`config.mk`:
```
export PLATFORM = sky130hd
export DESIGN_NAME = i2s_audio_tx
export DESIGN_NICKNAME = d
export VERILOG_FILES = /design/src/rtl/i2s_audio_tx.sv
export SDC_FILE = /design/constraint.sdc
export NUM_CORES = 1
export LEC_CHECK = 0
export CAP_MARGIN = 10
export CORE_MARGIN = 5
export CORE_UTILIZATION = 46
export DETAILED_ROUTE_END_ITERATION = 10
export MAX_ROUTING_LAYER = met4
export PLACE_DENSITY = 0.66
export SLEW_MARGIN = 30
export SYNTH_ARGS = -nofsm -noshare
export SYNTH_HDL_FRONTEND = slang
export SYNTH_SLANG_ARGS = --single-unit
```
`constraint.sdc`:
```
create_clock -name clk -period 6.4 [get_ports clk]
set_clock_uncertainty 0.15 [all_clocks]
set_input_delay 0.96 -clock clk [delete_from_list [all_inputs] [get_ports clk]]
set_output_delay 0.96 -clock clk [all_outputs]
set_load 0.01 [all_outputs]
```
`src/rtl/i2s_audio_tx.sv`:
```
// I2S master transmitter: 16-bit mono sample duplicated on left and right channels, 32 BCLK per channel.
// The block generates BCLK and LRCK itself and can convert offset-binary input, mute, and attenuate by a power of two.
module i2s_audio_tx #(
  parameter int unsigned BCLK_HALF     = 8,
  parameter int unsigned OFFSET_BINARY = 1
) (
  input  logic        clk,
  input  logic        reset,
  input  logic [15:0] sample_in,
  input  logic        mute,
  input  logic [3:0]  atten,
  output logic        aud_bclk,
  output logic        aud_daclrck,
  output logic        aud_dacdat,
  output logic        frame_start
);

  localparam int unsigned      CNT_W   = $clog2(BCLK_HALF);
  localparam logic [CNT_W-1:0] DIV_TC  = CNT_W'(BCLK_HALF - 1);
  localparam logic [15:0]      SIGN_FX = (OFFSET_BINARY != 0) ? 16'h8000 : 16'h0000;

  logic [15:0]      s1_q, s2_q;
  logic [CNT_W-1:0] div_cnt_q, div_cnt_d;
  logic             bclk_q, bclk_d;
  logic [5:0]       bit_idx_q, bit_idx_d;
  logic             lrck_q, lrck_d;
  logic             dat_q, dat_d;
  logic             fs_q, fs_d;
  logic [15:0]      word_q, word_d;

  logic               tc;
  logic               fall_ev;
  logic [4:0]         slot;
  logic [15:0]        conv;
  logic signed [15:0] shifted;
  logic [15:0]        latch_word;

  // Word prepared for the latch: sign fix, arithmetic shift, then mute override.
  always_comb begin
    conv       = s2_q ^ SIGN_FX;
    shifted    = $signed(conv) >>> atten;
    latch_word = mute ? '0 : shifted;
  end

  always_comb begin
    tc        = (div_cnt_q == DIV_TC);
    fall_ev   = tc & bclk_q;
    div_cnt_d = tc ? '0 : div_cnt_q + CNT_W'(1);
    bclk_d    = tc ? ~bclk_q : bclk_q;

    bit_idx_d = bit_idx_q;
    lrck_d    = lrck_q;
    dat_d     = dat_q;
    word_d    = word_q;
    fs_d      = 1'b0;
    slot      = '0;

    if (fall_ev) begin
      bit_idx_d = bit_idx_q + 6'd1;
      lrck_d    = bit_idx_d[5];
      slot      = bit_idx_d[4:0];
      if (bit_idx_q == 6'd63) begin
        word_d = latch_word;
        fs_d   = 1'b1;
      end
      // Slot 0 is the I2S one-bit delay, so the word latched on this same edge is never needed here.
      if (slot >= 5'd1 && slot <= 5'd16) begin
        dat_d = word_q[4'(5'd16 - slot)];
      end else begin
        dat_d = 1'b0;
      end
    end
  end

  always_ff @(posedge clk) begin
    if (reset) begin
      s1_q      <= '0;
      s2_q      <= '0;
      div_cnt_q <= '0;
      bclk_q    <= 1'b0;
      bit_idx_q <= '0;
      lrck_q    <= 1'b0;
      dat_q     <= 1'b0;
      fs_q      <= 1'b0;
      word_q    <= '0;
    end else begin
      s1_q      <= sample_in;
      s2_q      <= s1_q;
      div_cnt_q <= div_cnt_d;
      bclk_q    <= bclk_d;
      bit_idx_q <= bit_idx_d;
      lrck_q    <= lrck_d;
      dat_q     <= dat_d;
      fs_q      <= fs_d;
      word_q    <= word_d;
    end
  end

  assign aud_bclk    = bclk_q;
  assign aud_daclrck = lrck_q;
  assign aud_dacdat  = dat_q;
  assign frame_start = fs_q;

endmodule

```
==> impl_metrics.json, run 1 <==
{
  "core_area_sq_um": 5920,
  "cts.sinks": 60,
  "synth.distinct_cells": 55,
  "status": "finished clean",
  "fin_crit_ps": 3120,
  "drive_gt1_frac": 0.122,
  "fp-row-count": 28,
  "dr_wl_met3_um": 269,
  "grt_max_degree": 62,
  "ys_top_cells_by_area": "dfxtp_1 (43%), nor2b_1 (7.8%), mux2i_1 (5.7%)",
  "crit_chain": "clkdlybuf4s50_1 -> mux2_2 -> mux2i_1 -> nor2_1 -> a31o_2 -> a22oi_1 -> a21oi_1",
  "pwr-share-seq": 0.474,
  "drcViolationCount": 0,
  "rr_startpoint": "bit_idx_q[0]",
  "crit_path_max_incr_delay_ps": 1030,
  "cp_top_family": "buffers and inverters",
  "grt_antenna_before_repair": 0,
  "met2_length_um": 2200,
  "via_count": 2007,
  "async_flop_share": 0,
  "drt_iter0_markers": 141,
  "drt_wl_total_um": 5250,
  "wl_per_cell_um": 13.6,
  "seqCellArea_sq_um": 1200,
  "p_sw_mw": 0.177,
  "die_x_um": 88.0,
  "min_delay_worst_endpoint": "div_cnt_q[0]",
  "initial_core_util": 0.473,
  "grt_use_total": 0.160,
  "cp_slowest_cell": "clkdlybuf4s50_1",
  "fin_nets": 334,
  "area_growth_pct": 16.0,
  "ios": 27,
  "total_power_mw": 0.820,
  "die_y_um": 88.0,
  "synth.top_cell.area_share": 0.429,
  "dp_hpwl_um": 3500,
  "synth_nets": 318,
  "yosysSeqAreaShare": 0.429,
  "switching_share": 0.216,
  "drv_cap": 0,
  "gp_congestion": 0.831,
  "tightest_slew_ps": 871,
  "intPower_mw": 0.643,
  "place_ws_ps": 2900,
  "yosysMostFrequentCell": "dfxtp_1",
  "cts_buffers": 9,
  "slew_viol_final": 0,
  "setup_ws_ps": 3280,
  "clkPwrFrac": 0.454,
  "synth_top_cells_by_count": "dfxtp_1 (60), nor2b_1 (35), nand2_1 (29)",
  "grt_overflow": 0,
  "portBuffers": 26,
  "worstRegToRegCells": 7,
  "tritoncts": "built",
  "synthFlopType": "dfxtp_1",
  "hold_start": "div_cnt_q[0]",
  "hold_path.class": "flop to flop",
  "worstSetupPathType": "input pin to flop",
  "fillers": 525,
  "root_buffer": "clkbuf_8",
  "ys_ff_latch": 60,
  "vdd_ir_drop_max_v": 0.000170,
  "postCtsSetupBuffers": 0,
  "finalHoldViolations": 0,
  "grt_pass1_wl_um": 9180,
  "maxUsedRoutingLayer": "met4",
  "cts_hold_buf": 0,
  "finalCritPeriodShare": 0.487,
  "dp_cells": 371,
  "endpoint_kind": "flop",
  "synth_edf_count": 0,
  "power.density_nw_per_um2": 253,
  "h-tree-depth": 3,
  "path_clk_slew_ps": 70,
  "setup_viol": 0,
  "multi_input_area_sq_um": 1470,
  "tns_ps": 0,
  "syn_area_sq_um": 2800,
  "critPathRequiredTime_ps": 6450,
  "rrSetupSlack_ps": 3680,
  "final_cells": 387,
  "die_area_sq_um": 7750,
  "clkLatencyLatePin_ps": 340,
  "via_per_inst": 5.19,
  "avgSynthCellArea_sq_um": 9.62,
  "slew_headroom": 0.417,
  "drtAntennaViolNets": 0,
  "cp_max_fo": 22,
  "grt_setup_unrepaired": "false",
  "synth_area_leader_cell": "dfxtp_1",
  "n_antenna_cell": 0,
  "cts_buffer_depth": 2,
  "yosysWarnings": 0,
  "r2r-end": "aud_dacdat",
  "fmax_mhz": 321,
  "post_cts_resized": 0,
  "hold_depth": 1,
  "comb_power_share": 0.071,
  "cp.arrival_ps": 3170,
  "syn_inst": 291,
  "m1WireLength_um": 2670,
  "worst-path-buf-inv": 1,
  "leakage_nw": 1.19,
  "grt_pass1_vias": 1956,
  "first_pass_iters": 4,
  "start_kind": "input pin"
}
## per-layer routing
metal / vias to the layer above / GRT usage
met5: - / -
li1: 1046 / -
met4: 0 / 0.0824
met2: 37 / 0.225
met1: 912 / 0.212
met3: 12 / 0.0386
## layout make-up
class / count / area share
clock buffers: 11 / 0.0435
clock inverters: 5 / 0.0231
inverters: 3 / 0.00347
multi-input cells: 207 / 0.452
flip-flops and latches: 60 / 0.370
well taps: 75 / 0.0289
repair buffers: 26 / 0.0794
## through the flow
stage,utilization,hold WS (ps),area (sq um)
finish,0.548,270,3250
global route,0.548,293,3250
CTS,0.548,275,3240
detailed placement,0.511,264,3030
global placement,0.511,258,3030
floorplan,-,248,2800
## worst max path at each step
stage,startpoint,end,slack (ps),depth (start not counted)
floorplan,atten[2],word_q[6],4120,7
global placement,atten[1],word_q[1],2960,7
detailed placement,atten[1],word_q[1],2900,7
CTS,atten[1],word_q[1],3260,7
global route,atten[1],word_q[1],3120,7
finish,atten[1],word_q[1],3280,7
## logic make-up (layout without fill, tap and decap cells)
logic type	after synthesis	in the layout	synth area share
AND/OR/NAND/NOR	109	109	0.225
AO/OA/AOI/OAI	61	61	0.137
flip-flops	60	60	0.429
multiplexers	27	27	0.126
buffers and inverters	24	45	0.0474
XOR/XNOR	6	6	0.0188
adder cells (fa/ha/maj)	4	4	0.0179
## cells in the final DEF (no fill, tap or decap), types with 3 or more instances in the layout
cell | netlist | layout
nand2b_1 | 3 | 3
mux2i_1 | 16 | 16
xnor2_1 | 4 | 4
clkinv_2 | 0 | 3
a211oi_1 | 3 | 3
dfxtp_1 | 60 | 60
clkbuf_8 | 0 | 10
mux2_2 | 4 | 4
o21ai_0 | 7 | 7
nor2b_1 | 35 | 35
clkdlybuf4s50_1 | 0 | 25
ha_1 | 4 | 4
nand2_1 | 29 | 29
mux4_2 | 6 | 6
nor2_1 | 19 | 19
o21ai_1 | 12 | 12
a22oi_1 | 5 | 5
a21oi_1 | 18 | 18
## registers in the layout (all words and copies together), names as in the netlist
register,count
bit_idx_q,6
s1_q,16
frame_start,1
div_cnt_q,3
aud_bclk,1
word_q,16
aud_dacdat,1
s2_q,16
## power groups by stage
stage	logic, mW	registers (mW)	clock network [mW]
after floorplan	0.0401	0.396	0
after global placement	0.0578	0.397	0
after detailed placement	0.0582	0.397	0
after CTS	0.0585	0.389	0.378
after global routing	0.0647	0.390	0.398
final	0.0583	0.389	0.373
## worst register-to-register path, stage by stage, from the launching register on
cell and delay [ps]:
dfxtp_1 550, inv_1 180, ha_1 570, mux4_2 580, nor2b_1 150, o22ai_1 130
nor2b_1 190, o21ai_1 90
Note: power is estimated with default switching activity, not from simulation.
==> inputs of run 2 (changes only) <==
==> constraint.sdc (replaced) <==
create_clock -name clk -period 3.1 [get_ports clk]
set_clock_uncertainty 0.15 [all_clocks]
set_input_delay 0.465 -clock clk [delete_from_list [all_inputs] [get_ports clk]]
set_output_delay 0.465 -clock clk [all_outputs]
set_load 0.01 [all_outputs]
==> run 2 against run 1 <==
Against the previous run: core utilization up 0.99 points; cell area grew 1.8%; setup slack got worse by 2600 ps; first-iteration DRC count down 8.5%; via count is 2.4% higher; hold slack got worse by 2.3 ps; clock power increased by 130%; global-route usage is 0.24 points higher; critical path type is now flop to flop; largest power group is now clock.
==> impl_metrics.json, run 2 (synthesis results as in run 1) <==
{
  "wl_per_cell_um": 13.8,
  "via_per_inst": 5.24,
  "final_util": 0.558,
  "fp-row-count": 28,
  "p_sw_mw": 0.375,
  "grt_pass1_vias": 1967,
  "start_kind": "flop",
  "layout_common_cells": "dfxtp_1 (60), nor2b_1 (35), nand2_1 (29)",
  "drt_wl_total_um": 5410,
  "final_cells": 392,
  "leakage_nw": 1.22,
  "slew_viol_final": 0,
  "dp_cells": 376,
  "pwr-share-seq": 0.454,
  "slew_headroom": 0.635,
  "h-tree-depth": 3,
  "status": "finished clean",
  "hold_slack_ps": 268,
  "worstRegToRegCells": 7,
  "n_antenna_cell": 0,
  "grt_use_total": 0.162,
  "final_common_cell": "dfxtp_1",
  "core_area_sq_um": 5920,
  "root_buffer": "clkbuf_8",
  "power.density_nw_per_um2": 535,
  "drv_cap": 0,
  "initial_core_util": 0.473,
  "area_growth_pct": 18.1,
  "intPower_mw": 1.39,
  "drive_gt1_frac": 0.136,
  "hold_depth": 1,
  "setup_ws_ps": 645,
  "path_clk_slew_ps": 70,
  "clkLatencyLatePin_ps": 330,
  "tritoncts": "built",
  "drt_iter0_markers": 129,
  "cts_hold_buf": 0,
  "switching_share": 0.212,
  "endpoint_kind": "flop",
  "rr_startpoint": "bit_idx_q[1]",
  "die_area_sq_um": 7750,
  "hold_path.class": "flop to flop",
  "setup_viol": 0,
  "reg_top3": "s1_q: 16 flops, s2_q: 16 flops, word_q: 16 flops",
  "tightest_slew_ps": 547,
  "cp_max_fo": 9,
  "place_ws_ps": 389,
  "gp_congestion": 0.818,
  "via_count": 2055,
  "cts_buffers": 9,
  "ios": 27,
  "post_cts_resized": 0,
  "fmax_mhz": 407,
  "drtAntennaViolNets": 0,
  "seqCellArea_sq_um": 1200,
  "critPathRequiredTime_ps": 3160,
  "rrSetupSlack_ps": 650,
  "comb_power_share": 0.070,
  "tns_ps": 0,
  "fin_nets": 339,
  "grt_setup_unrepaired": "false",
  "clkPwrFrac": 0.475,
  "portBuffers": 26,
  "dp_hpwl_um": 3750,
  "vdd_ir_drop_max_v": 0.000503,
  "finalCritPeriodShare": 0.792,
  "cts_buffer_depth": 2,
  "fillers": 542,
  "min_delay_worst_endpoint": "div_cnt_q[0]",
  "grt_antenna_before_repair": 0,
  "grt_overflow": 0,
  "finalHoldViolations": 0,
  "cp.arrival_ps": 2520,
  "postCtsSetupBuffers": 0,
  "multi_input_area_sq_um": 1470,
  "cts.sinks": 60,
  "r2r-end": "aud_dacdat",
  "grt_max_degree": 52,
  "die_x_um": 88.0,
  "first_pass_iters": 4,
  "post_dp_cell_area_sq_um": 3070,
  "hold_start": "div_cnt_q[0]",
  "worstSetupPathType": "flop to flop",
  "fin_crit_ps": 2450,
  "drcViolationCount": 0,
  "die_y_um": 88.0,
  "grt_pass1_wl_um": 9360,
  "stdcell_area_sq_um": 3310,
  "total_power_mw": 1.77
}
run 2: power groups by stage:
stage	Sequential, mW	Clock, mW	Combinational (mW)
after floorplan	0.817	0	0.0828
after global placement	0.821	0	0.124
after detailed placement	0.821	0	0.125
after CTS	0.803	0.863	0.126
after global routing	0.806	0.896	0.138
final	0.803	0.841	0.124
run 2: how the worst max path moves through the flow:
stage                 startpoint          to  slack [ps]  cells after the start
finish              bit_idx_q[1]  aud_dacdat         650                      7
global route        div_cnt_q[0]   word_q[3]         440                      8
CTS                 div_cnt_q[0]   word_q[0]         650                      8
detailed placement      atten[1]   word_q[2]         390                      7
global placement        atten[1]   word_q[2]         460                      7
floorplan           bit_idx_q[0]  aud_dacdat         870                      9
run 2: area by class of cell:
type                            instances  area share
Clock buffer                           10      0.0386
Tap cell                               75      0.0284
Sequential cell                        60       0.363
Inverter                                3     0.00341
Timing Repair Buffer                   31      0.0886
Multi-Input combinational cell        207       0.444
Clock inverter                          6      0.0341
run 2: worst max-delay path: stages (launching register included):
cell,delay [ps]
dfxtp_1,440
inv_1,70
ha_1,530
mux4_2,560
nor2b_1,150
o22ai_1,120
nor2b_1,220
o21ai_1,100
run 2: layer usage:
metal  GRT usage  wire length, um
met1       0.224             2770
met2       0.224             2290
met3      0.0376              249
met4      0.0742              101
met5           -                0
